`src/rtl/mc_ctrl_pkg.sv`:
```
// Shared encodings for the multi-cycle control unit: opcodes, function
// codes, ALU / mux select codes, FSM states and the instruction-class vector.
package mc_ctrl_pkg;

  // Primary opcodes (IR[31:26])
  localparam logic [5:0] OP_RTYPE = 6'b000000;
  localparam logic [5:0] OP_SRL   = 6'b000010;
  localparam logic [5:0] OP_ADDI  = 6'b000101;
  localparam logic [5:0] OP_XORI  = 6'b001100;
  localparam logic [5:0] OP_LOAD  = 6'b001101;
  localparam logic [5:0] OP_STORE = 6'b001110;
  localparam logic [5:0] OP_BEQ   = 6'b001111;
  localparam logic [5:0] OP_J     = 6'b010010;

  // Function codes (IR[5:0]) qualifying the two R-format encodings
  localparam logic [5:0] FN_ADD = 6'b000001;
  localparam logic [5:0] FN_SRL = 6'b000010;

  // ALU operation codes
  localparam logic [2:0] ALUC_ADD = 3'd0;
  localparam logic [2:0] ALUC_SUB = 3'd1;
  localparam logic [2:0] ALUC_XOR = 3'd2;
  localparam logic [2:0] ALUC_SRL = 3'd3;

  // ALU B-input select
  localparam logic [1:0] SRCB_REG    = 2'b00;
  localparam logic [1:0] SRCB_FOUR   = 2'b01;
  localparam logic [1:0] SRCB_IMM    = 2'b10;
  localparam logic [1:0] SRCB_IMM_SH = 2'b11;

  // Next-PC select
  localparam logic [1:0] PCSRC_ALU    = 2'b00;
  localparam logic [1:0] PCSRC_BRANCH = 2'b01;
  localparam logic [1:0] PCSRC_JUMP   = 2'b11;

  // Sequencer states; the encoding is visible on the debug state port
  typedef enum logic [2:0] {
    S_IF   = 3'd0,
    S_ID   = 3'd1,
    S_EXE  = 3'd2,
    S_MEM  = 3'd3,
    S_WB   = 3'd4,
    S_TRAP = 3'd5
  } state_t;

  // One-hot instruction class produced by the decoder
  typedef struct packed {
    logic rtype_add;
    logic rtype_srl;
    logic addi;
    logic xori;
    logic load;
    logic store;
    logic beq;
    logic j;
    logic illegal;
  } iclass_t;

endpackage

```
`src/rtl/mc_ctrl_decode.sv`:
```
// Combinational op/func decoder producing a one-hot instruction class.
// Exactly one bit is set; unknown encodings raise illegal.
module mc_ctrl_decode
  import mc_ctrl_pkg::*;
(
  input  logic [5:0] op,
  input  logic [5:0] func,
  output iclass_t    iclass
);

  // Classify the instruction; anything unmatched falls through to illegal
  always_comb begin
    iclass = '0;
    case (op)
      OP_RTYPE: begin
        if (func == FN_ADD) iclass.rtype_add = 1'b1;
        else                iclass.illegal   = 1'b1;
      end
      OP_SRL: begin
        if (func == FN_SRL) iclass.rtype_srl = 1'b1;
        else                iclass.illegal   = 1'b1;
      end
      OP_ADDI:  iclass.addi    = 1'b1;
      OP_XORI:  iclass.xori    = 1'b1;
      OP_LOAD:  iclass.load    = 1'b1;
      OP_STORE: iclass.store   = 1'b1;
      OP_BEQ:   iclass.beq     = 1'b1;
      OP_J:     iclass.j       = 1'b1;
      default:  iclass.illegal = 1'b1;
    endcase
  end

endmodule

```
`src/rtl/mc_control_unit.sv`:
```
// Multi-cycle control unit: steps each instruction through IF/ID/EXE/MEM/WB,
// drives the datapath control strings, waits on the memory handshake, traps
// on illegal instructions and counts retired instructions.
module mc_control_unit
  import mc_ctrl_pkg::*;
#(
  parameter int ALUC_W   = 3,
  parameter int RETIRE_W = 32,
  parameter int MEM_WAIT = 1
) (
  input  logic                clock,
  input  logic                reset,
  input  logic [5:0]          op,
  input  logic [5:0]          func,
  input  logic                rsrtequ,
  input  logic                mem_ready,
  output logic                wpc,
  output logic                wir,
  output logic                wmem,
  output logic                wreg,
  output logic                iord,
  output logic                regrt,
  output logic                m2reg,
  output logic                shift,
  output logic                sext,
  output logic                alusrca,
  output logic [1:0]          alusrcb,
  output logic [ALUC_W-1:0]   aluc,
  output logic [1:0]          pcsource,
  output logic [2:0]          state,
  output logic                trap,
  output logic [RETIRE_W-1:0] retired
);

  state_t              state_reg;
  state_t              state_next;
  logic [RETIRE_W-1:0] retired_reg;
  iclass_t             iclass;
  logic                ready;
  logic                retire;
  logic                wpc_raw;
  logic                wir_raw;
  logic                wmem_raw;
  logic                wreg_raw;
  logic [2:0]          aluc_sel;

  mc_ctrl_decode u_decode (
    .op     (op),
    .func   (func),
    .iclass (iclass)
  );

  // Without wait-state support the memory is assumed to answer every cycle
  assign ready = (MEM_WAIT != 0) ? mem_ready : 1'b1;

  // State register
  always_ff @(posedge clock or posedge reset) begin
    if (reset) state_reg <= S_IF;
    else       state_reg <= state_next;
  end

  // Retired-instruction counter, bumped on the edge leaving an instruction's last state
  always_ff @(posedge clock or posedge reset) begin
    if (reset)       retired_reg <= '0;
    else if (retire) retired_reg <= retired_reg + RETIRE_W'(1);
  end

  // Next-state and control decode; every output starts at 0
  always_comb begin
    state_next = state_reg;
    retire     = 1'b0;
    wpc_raw    = 1'b0;
    wir_raw    = 1'b0;
    wmem_raw   = 1'b0;
    wreg_raw   = 1'b0;
    iord       = 1'b0;
    regrt      = 1'b0;
    m2reg      = 1'b0;
    shift      = 1'b0;
    sext       = 1'b0;
    alusrca    = 1'b0;
    alusrcb    = SRCB_REG;
    aluc_sel   = ALUC_ADD;
    pcsource   = PCSRC_ALU;
    trap       = 1'b0;

    case (state_reg)
      S_IF: begin
        // PC + 4 is computed every cycle; it is only committed once the fetch lands
        alusrcb = SRCB_FOUR;
        if (ready) begin
          wpc_raw    = 1'b1;
          wir_raw    = 1'b1;
          state_next = S_ID;
        end
      end

      S_ID: begin
        // ALU is idle here, so precompute PC + (imm << 2) for a possible branch
        alusrcb = SRCB_IMM_SH;
        sext    = 1'b1;
        if (iclass.j) begin
          pcsource   = PCSRC_JUMP;
          wpc_raw    = 1'b1;
          retire     = 1'b1;
          state_next = S_IF;
        end else if (iclass.illegal) begin
          state_next = S_TRAP;
        end else begin
          state_next = S_EXE;
        end
      end

      S_EXE: begin
        if (iclass.rtype_add) begin
          alusrca    = 1'b1;
          state_next = S_WB;
        end else if (iclass.rtype_srl) begin
          shift      = 1'b1;
          aluc_sel   = ALUC_SRL;
          state_next = S_WB;
        end else if (iclass.addi || iclass.load || iclass.store) begin
          alusrca    = 1'b1;
          alusrcb    = SRCB_IMM;
          sext       = 1'b1;
          state_next = (iclass.addi) ? S_WB : S_MEM;
        end else if (iclass.xori) begin
          alusrca    = 1'b1;
          alusrcb    = SRCB_IMM;
          aluc_sel   = ALUC_XOR;
          state_next = S_WB;
        end else if (iclass.beq) begin
          // Compare via SUB; the target computed in ID is taken only when equal
          alusrca    = 1'b1;
          aluc_sel   = ALUC_SUB;
          pcsource   = PCSRC_BRANCH;
          wpc_raw    = rsrtequ;
          retire     = 1'b1;
          state_next = S_IF;
        end else begin
          state_next = S_TRAP;
        end
      end

      S_MEM: begin
        iord = 1'b1;
        if (iclass.store) begin
          wmem_raw = 1'b1;
          if (ready) begin
            retire     = 1'b1;
            state_next = S_IF;
          end
        end else if (ready) begin
          state_next = S_WB;
        end
      end

      S_WB: begin
        // Immediate extension mode is held from EXE so the written result stays consistent
        wreg_raw   = 1'b1;
        regrt      = iclass.addi | iclass.xori | iclass.load;
        m2reg      = iclass.load;
        sext       = iclass.addi | iclass.load;
        retire     = 1'b1;
        state_next = S_IF;
      end

      S_TRAP: begin
        trap = 1'b1;
      end

      default: begin
        state_next = S_IF;
      end
    endcase
  end

  // Architectural write strobes are held off for the whole time reset is high
  assign wpc  = wpc_raw  & ~reset;
  assign wir  = wir_raw  & ~reset;
  assign wmem = wmem_raw & ~reset;
  assign wreg = wreg_raw & ~reset;

  assign aluc    = ALUC_W'(aluc_sel);
  assign state   = state_reg;
  assign retired = retired_reg;

endmodule

```
`config.mk`:
```
export PLATFORM = sky130hd
export DESIGN_NAME = mc_control_unit
export DESIGN_NICKNAME = d
export VERILOG_FILES = /design/src/rtl/mc_ctrl_pkg.sv /design/src/rtl/mc_ctrl_decode.sv /design/src/rtl/mc_control_unit.sv
export SDC_FILE = /design/constraint.sdc
export NUM_CORES = 1
export LEC_CHECK = 0
export ABC_AREA = 1
export CAP_MARGIN = 25
export CORE_MARGIN = 5
export CORE_UTILIZATION = 45
export DETAILED_ROUTE_END_ITERATION = 8
export MAX_ROUTING_LAYER = met4
export PLACE_DENSITY = 0.85
export SYNTH_ARGS = -nofsm -noshare
export SYNTH_HDL_FRONTEND = slang
export SYNTH_HIERARCHICAL = 1
export SYNTH_SLANG_ARGS = --single-unit
```
`constraint.sdc`:
```
create_clock -name clock -period 1.6 [get_ports clock]
set_input_delay 0.32 -clock clock [delete_from_list [all_inputs] [get_ports clock]]
set_output_delay 0.32 -clock clock [all_outputs]
set_load 0.1 [all_outputs]
```
==> results of run 1 <==
[what timing repair did]
| item | 4_1_cts |
|---|---|
| gates cloned | 6 |
| buffers inserted | 32 |
| gates resized for setup | 150 |
| setup endpoints to repair | 52 |
| pin swaps | 49 |
[synthesized netlist by cell type, types with 2 or more instances]
cell	instances	area, um^2
inv_1	48	180
nand4_1	2	12.5
nor3_1	6	30.0
inv_2	8	30.0
buf_6	2	22.5
xnor2_1	2	17.5
nand3_1	27	135
buf_4	4	30.0
nand3_2	4	40.0
nor2_2	3	18.8
o21ai_0	20	100
nand2_2	3	18.8
a21oi_1	3	15.0
nand2_1	178	668
xor2_1	5	43.8
nor2_4	4	45.0
dfrtp_1	35	876
nor2_1	78	293
nand3b_1	11	82.6
[per-layer routing]
metal	GRT usage, %	GRT overflow
met4	52.7	1
met1	59.6	0
met3	31.4	0
met5	-	-
met2	82.2	2
[cells by family after synthesis]
| kind of cell | count (synthesis) | synth area share (%) |
|---|---|---|
| fa+ha+maj | 1 | 0.458 |
| buf+inv | 63 | 9.79 |
| simple gates | 318 | 50.0 |
| other cells | 1 | 0.137 |
| compound gates | 27 | 5.31 |
| flops | 35 | 32.0 |
| xor+xnor | 7 | 2.24 |
[stage by stage]
step	TNS (ns)	hold WS (ns)	util (%)	cell area, um^2	setup WS [ns]
after floorplan	-5.22	0.473	-	3060	-0.464
after global placement	-29.78	0.541	77.4	4580	-0.719
after detailed placement	-34.23	0.545	77.4	4580	-0.813
after CTS	-11.15	0.570	89.6	5300	-0.386
==> impl_metrics.yaml, run 1 <==
synthesis:
  synth_ff_type: "dfrtp_1"
  ys_ff_latch: 35
  syn_inst: 452
  synth_edf_count: 0
  syn_area_um2: 2730
  syn_avg_cell_area_um2: 6.05
  synth_fp_nets: 469
  netlist-cell-type-count: 28
  yosys_warnings: 6
  yosysSeqAreaShare_pct: 32.0
  synthArstFlopShare_pct: 100
status:
  error_line: "[ERROR GRT-0232] Routing congestion too high. Check the congestion heatmap in the GUI."
  status: "stopped before the end"
  stop_stage: "5_1_grt"
placed_design:
  dp_hpwl_mm: 7.30
  gp_congestion: 0.974
  dp_cells: 621
  portBuffers: 67
global_routing:
  grt_usage_pct: 59.2
  overflow: 3
  grt_start_max_net_pins: 36
clocking:
  cts_hold_buf: 0
  h-tree-depth: 2
  cts.sinks: 35
  root_buffer: "clkbuf_8"
  cts_buffer_depth: 2
  numCtsBuffers: 5
sta:
  endpoint_type: "output port"
  worst_endpoint: "wpc"
die:
  die_width_um: 87.9
  rows: 28
  chipHeight_um: 87.9
  initial_core_util_pct: 46.2
  ios: 69
==> run 2: changes to the inputs <==
CORE_UTILIZATION = 36   (was 45)
MAX_ROUTING_LAYER = default   (was met4)
PLACE_DENSITY = default   (was 0.85)
PLACE_DENSITY_LB_ADDON = 0.15   (was default)
clock period = 2.08 ns   (was 1.6 ns; I/O delays follow)
==> impl_metrics.yaml, run 2 <==
sta:
  finClkSkew_ns: 0.00516
  min_period_over_period_pct: 106
  grt_setup_unrepaired: "true"
  max_freq_ghz: 0.453
  setup_slack_ns: -0.127
  final_hold_viol_count: 0
  finalCriticalPeriod_ns: 2.21
  setup-violations-final: 37
  final-max-slew-violation-count: 0
synthesis:
  synth_fp_nets: 469
  synth_edf_count: 0
  synth_top_family_by_area: "simple AND/OR/NAND/NOR gates"
  synth_compound_area_share_pct: 5.31
  synth.area.mux_share_pct: 0
  synth_commonest_cells: "nand2_1 (178), nor2_1 (78), inv_1 (48), dfrtp_1 (35), nand3_1 (27)"
  yosysMostFrequentCell: "nand2_1"
  netlist-cell-type-count: 28
  yosys.area_share.simple_pct: 50.0
  yosys.area_share.xor_xnor_pct: 2.24
  yosysSeqAreaShare_pct: 32.0
  syn_inst: 452
  ys_ff_latch: 35
  synth_area_leaders: "dfrtp_1 (32%), nand2_1 (24%), nor2_1 (11%)"
  syn_area_um2: 2730
  synth_ff_type: "dfrtp_1"
  yosys_warnings: 6
  synth_area_leader_cell: "dfrtp_1"
  synthArstFlopShare_pct: 100
  synthAdderAreaFrac_pct: 0.458
  yosysTopAreaCellShare_pct: 32.0
  syn_avg_cell_area_um2: 6.05
status:
  failed_checks: "negative setup slack"
  status: "complete, but fails checks"
die:
  initial_core_util_pct: 37.3
  die_width_um: 97.1
  die_area_um2: 9440
  chipHeight_um: 97.1
  rows: 31
  core_area_um2: 7330
  ios: 69
routing:
  drtIter0Drc: 158
  wl_per_cell_um: 14.1
  post_drt_via_cell_ratio: 4.92
  drcViolationCount: 0
  firstDrtPassIters: 5
  wirelength_mm: 9.57
  via_count: 3328
  ant_nets: 0
worst_setup_path:
  end_kind: "primary output"
  arrival_ns: 1.79
  path_class: "primary input to primary output"
  crit_path_max_fanout: 5
  crit_required_ns: 1.66
  start_kind: "primary input"
finish:
  drive_above_1_share_pct: 39.3
  layout_commonest_cell: "nand2_1"
  syn_to_final_growth_pct: 71.4
  final_cell_mix: "nand2_1 (149), buf_4 (72), nor2_1 (66)"
  diodes: 0
  largest_reg_flops: 32
  nets: 594
placed_design:
  post-place-ws_ns: -0.460
  gp_congestion: 0.919
  dp_hpwl_mm: 6.53
  portBuffers: 67
clocking:
  cts_tree: "built"
  clock_latency_ns: 0.29
  clkSlewWorstSetupHoldPaths_ns: 0.07
  cts.sinks: 35
  cts_hold_buf: 0
  numCtsBuffers: 5
  cts_buffer_depth: 2
  h-tree-depth: 2
  root_buffer: "clkbuf_8"
global_routing:
  antenna_found_initial: 0
  grt_pass1_wl_mm: 14.5
  grt_usage_pct: 18.5
  overflow: 0
  grt_start_max_net_pins: 36
  grt_pass1_vias: 3061
pwr:
  power_mw: 4.62
  worst_ir_drop_vdd_mv: 0.981
  power_density_nw_per_um2: 985
  power.leakage_nw: 2.22
hold_path:
  min_path_type: "register to register"
run:
  drv_cap: 0
[run 2: cell counts after synthesis]
No cell type changed its count.
[run 2: worst paths after layout]
check	slack (ns)	end	from	cells past startpoint
worst max-delay path	-0.13	pcsource[0]	func[2]	11
worst min-delay path	0.52	retired[0]	retired[0]	1
worst max register to register	0.06	retired[19]	state[2]	13
worst min register to register	0.52	retired[0]	retired[0]	1
max in group asynchronous	1.06	state[0]	reset	3
min in group asynchronous	0.83	retired[14]	reset	3
[run 2: cell type report]
class	instances	area, um^2
fillers	621	2650
clock buffers	8	80.1
multi-input cells	354	2010
repair buffers	125	1360
inverters	56	221
flip-flops and latches	35	890
well taps	99	124
[run 2: stage by stage]
| stage | util (%) | TNS [ns] | cells | area [um^2] | hold WS (ns) |
|---|---|---|---|---|---|
| detailed placement | 54.2 | -13.19 | 637 | 3980 | 0.512 |
| global placement | 54.2 | -11.40 | 637 | 3980 | 0.497 |
| global route | 63.9 | -4.30 | 677 | 4690 | 0.534 |
| finish | 63.9 | -1.31 | 677 | 4690 | 0.521 |
| CTS | 58.5 | -0.689 | 667 | 4290 | 0.522 |
| floorplan | - | -0.256 | 452 | 2920 | 0.570 |
[run 2: cells by family after synthesis]
logic type / after synthesis
xor+xnor: 7
simple gates: 318
flops: 35
buf+inv: 63
other cells: 1
fa+ha+maj: 1
compound gates: 27
[run 2: what timing repair did]
action | CTS | global route
setup endpoints to repair | 18 | 48
pin swaps | 22 | 34
gates cloned | 0 | 5
buffers inserted | 22 | 7
gates resized for setup | 49 | 93
[run 2: worst max-delay path, stage by stage]
cell and delay, ns:
dlygate4sd2_1 0.24, nor2_2 0.13, nand3_2 0.14, nor3_4 0.24, inv_2 0.06, nand2_2 0.09
nor2_4 0.05, buf_6 0.12, nand2_4 0.07, nand2_4 0.05, buf_12 0.16
[run 2: routing by layer]
| layer | global-route usage (%) | vias up | share of wire (%) |
|---|---|---|---|
| met2 | 31.0 | 97 | 49 |
| met1 | 23.8 | 1562 | 44 |
| met3 | 3.88 | 21 | 4.9 |
| li1 | - | 1648 | - |
| met4 | 5.51 | 0 | 2.3 |
| met5 | 0 | - | 0 |
[run 2: power by group]
group          switching [mW]  internal, mW
combinational            2.15         0.996
clock                   0.244         0.238
sequential              0.178         0.814
(Power assumes the default switching activity.)
==> edit 1, RTL diff (settings of run 2) <==
Change the parameter `RETIRE_W` from 32 to 48.
--- a/src/rtl/mc_control_unit.sv
+++ b/src/rtl/mc_control_unit.sv
@@ -6,5 +6,5 @@
 #(
   parameter int ALUC_W   = 3,
-  parameter int RETIRE_W = 32,
+  parameter int RETIRE_W = 48,
   parameter int MEM_WAIT = 1
 ) (
Ports: changed (resized retired); port bits go from 69 to 85. No check against the original RTL was run, so the function may have changed too.
==> edit 1 against run 2 <==
The flow still finishes with violations (setup timing). Sequential power is 20% higher. Wire length is 6.3% higher. Largest power group unchanged. Worst setup slack worse by 130 ps. Sequential share of layout area is 5.4 points higher. Sequential cell count is 16 higher. Utilization is 7.7 points lower. Count of clock-buffer cells in the layout is 3 lower. Largest cell class unchanged. First-iteration DRC count is 7.0% lower. Synthesized area is 27% higher. Clock power is 22% higher. Total power is 12% lower. Cell area is 12% higher.
==> edit 1: results (changes against run 2) <==
- Outcome: complete, but fails checks (unchanged)
- Failing checks: setup timing (unchanged)
- Syn Inst Count: 530 (was 452)
- Switching Share: 52.2% (was 55.6%)
- Port-buffer cells: 83 (was 67)
- Total GRT Usage: 17.7% (was 18.5%)
- Met3 Track Usage GR: 2.39% (was 3.88%)
- Final nets: 676 (was 594)
- Seq/Total Area, Yosys: 36.7% (was 32.0%)
- Syn nets: 547 (was 469)
- DP Area: 0.00482 mm^2 (was 0.00398 mm^2)
- Clock-pin slew on the worst setup and hold paths: 90 ps (was 70 ps)
- Worst VDD drop: 0.000635 V (was 0.000981 V)
- Power in sequential cells: 1.19 mW (was 992 uW)
- Vias/cell: 4.73 (was 4.92)
- Synthesized area: 0.00348 mm^2 (was 0.00273 mm^2)
- Compound-Gate Fraction of Synth Area: 2.23% (was 5.31%)
- Grt met1 use: 22.3% (was 23.8%)
- Largest net degree at the start of global routing: 52 (was 36)
- Setup repair bufs after CTS: 19 (was 22)
- Initial drt markers: 147 (was 158)
- Fraction of layout cells with a size suffix above 1: 32.4% (was 39.3%)
- Skew final: 20.8 ps (was 5.16 ps)
- Max FFs per register: 48 (was 32)
- Drt pass-1 iters: 4 (was 5)
- Routed length per instance: 12.9 um (was 14.1 um)
- Met2 wire len: 5.28 mm (was 4.69 mm)
- Adder-cell area share of the yosys netlist: 0.360% (was 0.458%)
- Final Setup Violations: 7 (was 37)
- First-pass GRT wire length: 16.9 mm (was 14.5 mm)
- Met3 wire length: 465 um (was 471 um)
- Combinational share of power: 56.2% (was 68.1%)
- Met2 Use GR: 31.8% (was 31.0%)
- WL met1: 4.26 mm (was 4.20 mm)
- Post-route setup slack: -257 ps (was -127 ps)
## edit 1: path summary, 6_finish.rpt
path                                to   startpoint  depth (start not counted)  slack [ps]
min reg2reg                retired[47]  retired[47]                          2         530
max                            aluc[0]        op[5]                         12        -260
min in group asynchronous  retired[38]        reset                          3         720
max in group asynchronous     state[0]        reset                          3         890
min                        retired[47]  retired[47]                          2         530
max reg2reg                retired[36]   retired[0]                         10         220
## edit 1: cell type report
cell class | count | area (um^2) | share of cell area (%)
multi-input cells | 394 | 2130 | 40.7
well taps | 129 | 161 | 3.08
inverters | 77 | 313 | 5.97
clock inverters | 3 | 18.8 | 0.358
flip-flops and latches | 51 | 1280 | 24.4
clock buffers | 5 | 68.8 | 1.31
repair buffers | 130 | 1270 | 24.2
## edit 1: worst max-delay path: stages
cell and delay (ps):
buf_6 100, nor2_4 160, nand3_4 160, nor3_4 180, inv_2 70, nand3_2 90
nor2_2 50, buf_4 130, buf_4 120, nor2_1 190, nor2_4 70, buf_12 170
==> edit 2, RTL diff (flow settings as in run 2) <==
Made on the original files. Put one more register stage on the output `retired`, with the module's reset. The value now appears one clock later. The other outputs are not delayed to match.
--- a/src/rtl/mc_control_unit.sv
+++ b/src/rtl/mc_control_unit.sv
@@ -184,5 +184,11 @@
   assign aluc    = ALUC_W'(aluc_sel);
   assign state   = state_reg;
-  assign retired = retired_reg;
+  always_ff @(posedge clock or posedge reset) begin
+    if (reset) begin
+      retired <= '0;
+    end else begin
+      retired <= retired_reg;
+    end
+  end
 
 endmodule
Formal check against the unedited RTL: not equivalent (Yosys sat finds a counterexample within 4 cycles, from zero or initial values and one cycle with reset high).
==> edit 2 against run 2 <==
The run still ends with setup timing left. Sequential share of layout area increased by 11 points. Highest routed layer unchanged. Global-route usage down 0.91 points. Cell area is 19% higher. Sequential cell count grew 32. Worst setup slack lost 48 ps. Wire length rose by 2.2%. Total power rose by 20%. Synthesized area is 30% higher.
==> edit 2: results (changes against run 2) <==
- Outcome: complete, but fails checks (unchanged)
- Failing checks: setup timing (unchanged)
- Leakage Power: 2.65 nW (was 2.22 nW)
- Met3 Track Usage GR: 5.17% (was 3.88%)
- WL met1: 4.32 mm (was 4.20 mm)
- Max FFs per register: 64 (was 32)
- Met3 wire length: 569 um (was 471 um)
- Largest net degree at the start of global routing: 68 (was 36)
- Synth top cells by count: 180 x nand2_1, 77 x nor2_1, 67 x dfrtp_1 (was 178 x nand2_1, 78 x nor2_1, 48 x inv_1)
- DP Area: 0.00483 mm^2 (was 0.00398 mm^2)
- Syn nets: 502 (was 469)
- Vias/cell: 4.55 (was 4.92)
- Met2 Use GR: 28.7% (was 31.0%)
- Post-Syn Area per Cell: 7.33 um^2 (was 6.05 um^2)
- Routed wire length: 9.79 mm (was 9.57 mm)
- Setup repair bufs after CTS: 29 (was 22)
- Final Setup Violations: 8 (was 37)
- Grt met1 use: 22.4% (was 23.8%)
- Seq/Total Area, Yosys: 47.2% (was 32.0%)
- Initial drt markers: 107 (was 158)
- DP Wirelength: 6.82 mm (was 6.53 mm)
- Skew final: 14.2 ps (was 5.16 ps)
- Pre-CTS WS: -597 ps (was -460 ps)
- Seq pwr share: 29.1% (was 21.5%)
- Worst Path Max Fanout: 4 (was 5)
- Post-route setup slack: -174 ps (was -127 ps)
- Arr. time, crit path: 1840 ps (was 1790 ps)
- Final nets: 636 (was 594)
- Met2 wire len: 4.75 mm (was 4.69 mm)
- TritonCTS Buffers: 9 (was 5)
- Final Wtd Congestion: 0.878 (was 0.919)
edit 2: cell families after synthesis:
kind of cell               Yosys count  share of synthesized area [%]
and+or+nand+nor                    320                           38.8
AOI/OAI and AO/OA                   23                           3.45
xor gates and xnor gates            10                           2.46
other                                1                          0.105
buffers and inverters               63                           7.67
adders and majority gates            1                          0.352
DFF                                 67                           47.2
edit 2: final cells by class:
class / instances / share of cell area, %
multi-input combinational: 355 / 35.1
sequential: 67 / 30.0
timing repair buffer: 131 / 23.3
inverter: 55 / 3.98
tap: 133 / 2.97
clock inverter: 6 / 2.44
clock buffer: 9 / 2.21
edit 2: worst paths after layout:
check | startpoint | endpoint | slack [ps] | depth (start not counted)
max in group asynchronous | reset | retired_reg[8] | 1050 | 4
hold reg to reg | retired_reg[7] | retired[7] | 430 | 0
min in group asynchronous | reset | retired_reg[5] | 720 | 4
hold / removal | retired_reg[7] | retired[7] | 430 | 0
setup / recovery | op[4] | wpc | -170 | 11
setup reg to reg | state[2] | retired_reg[24] | 220 | 12
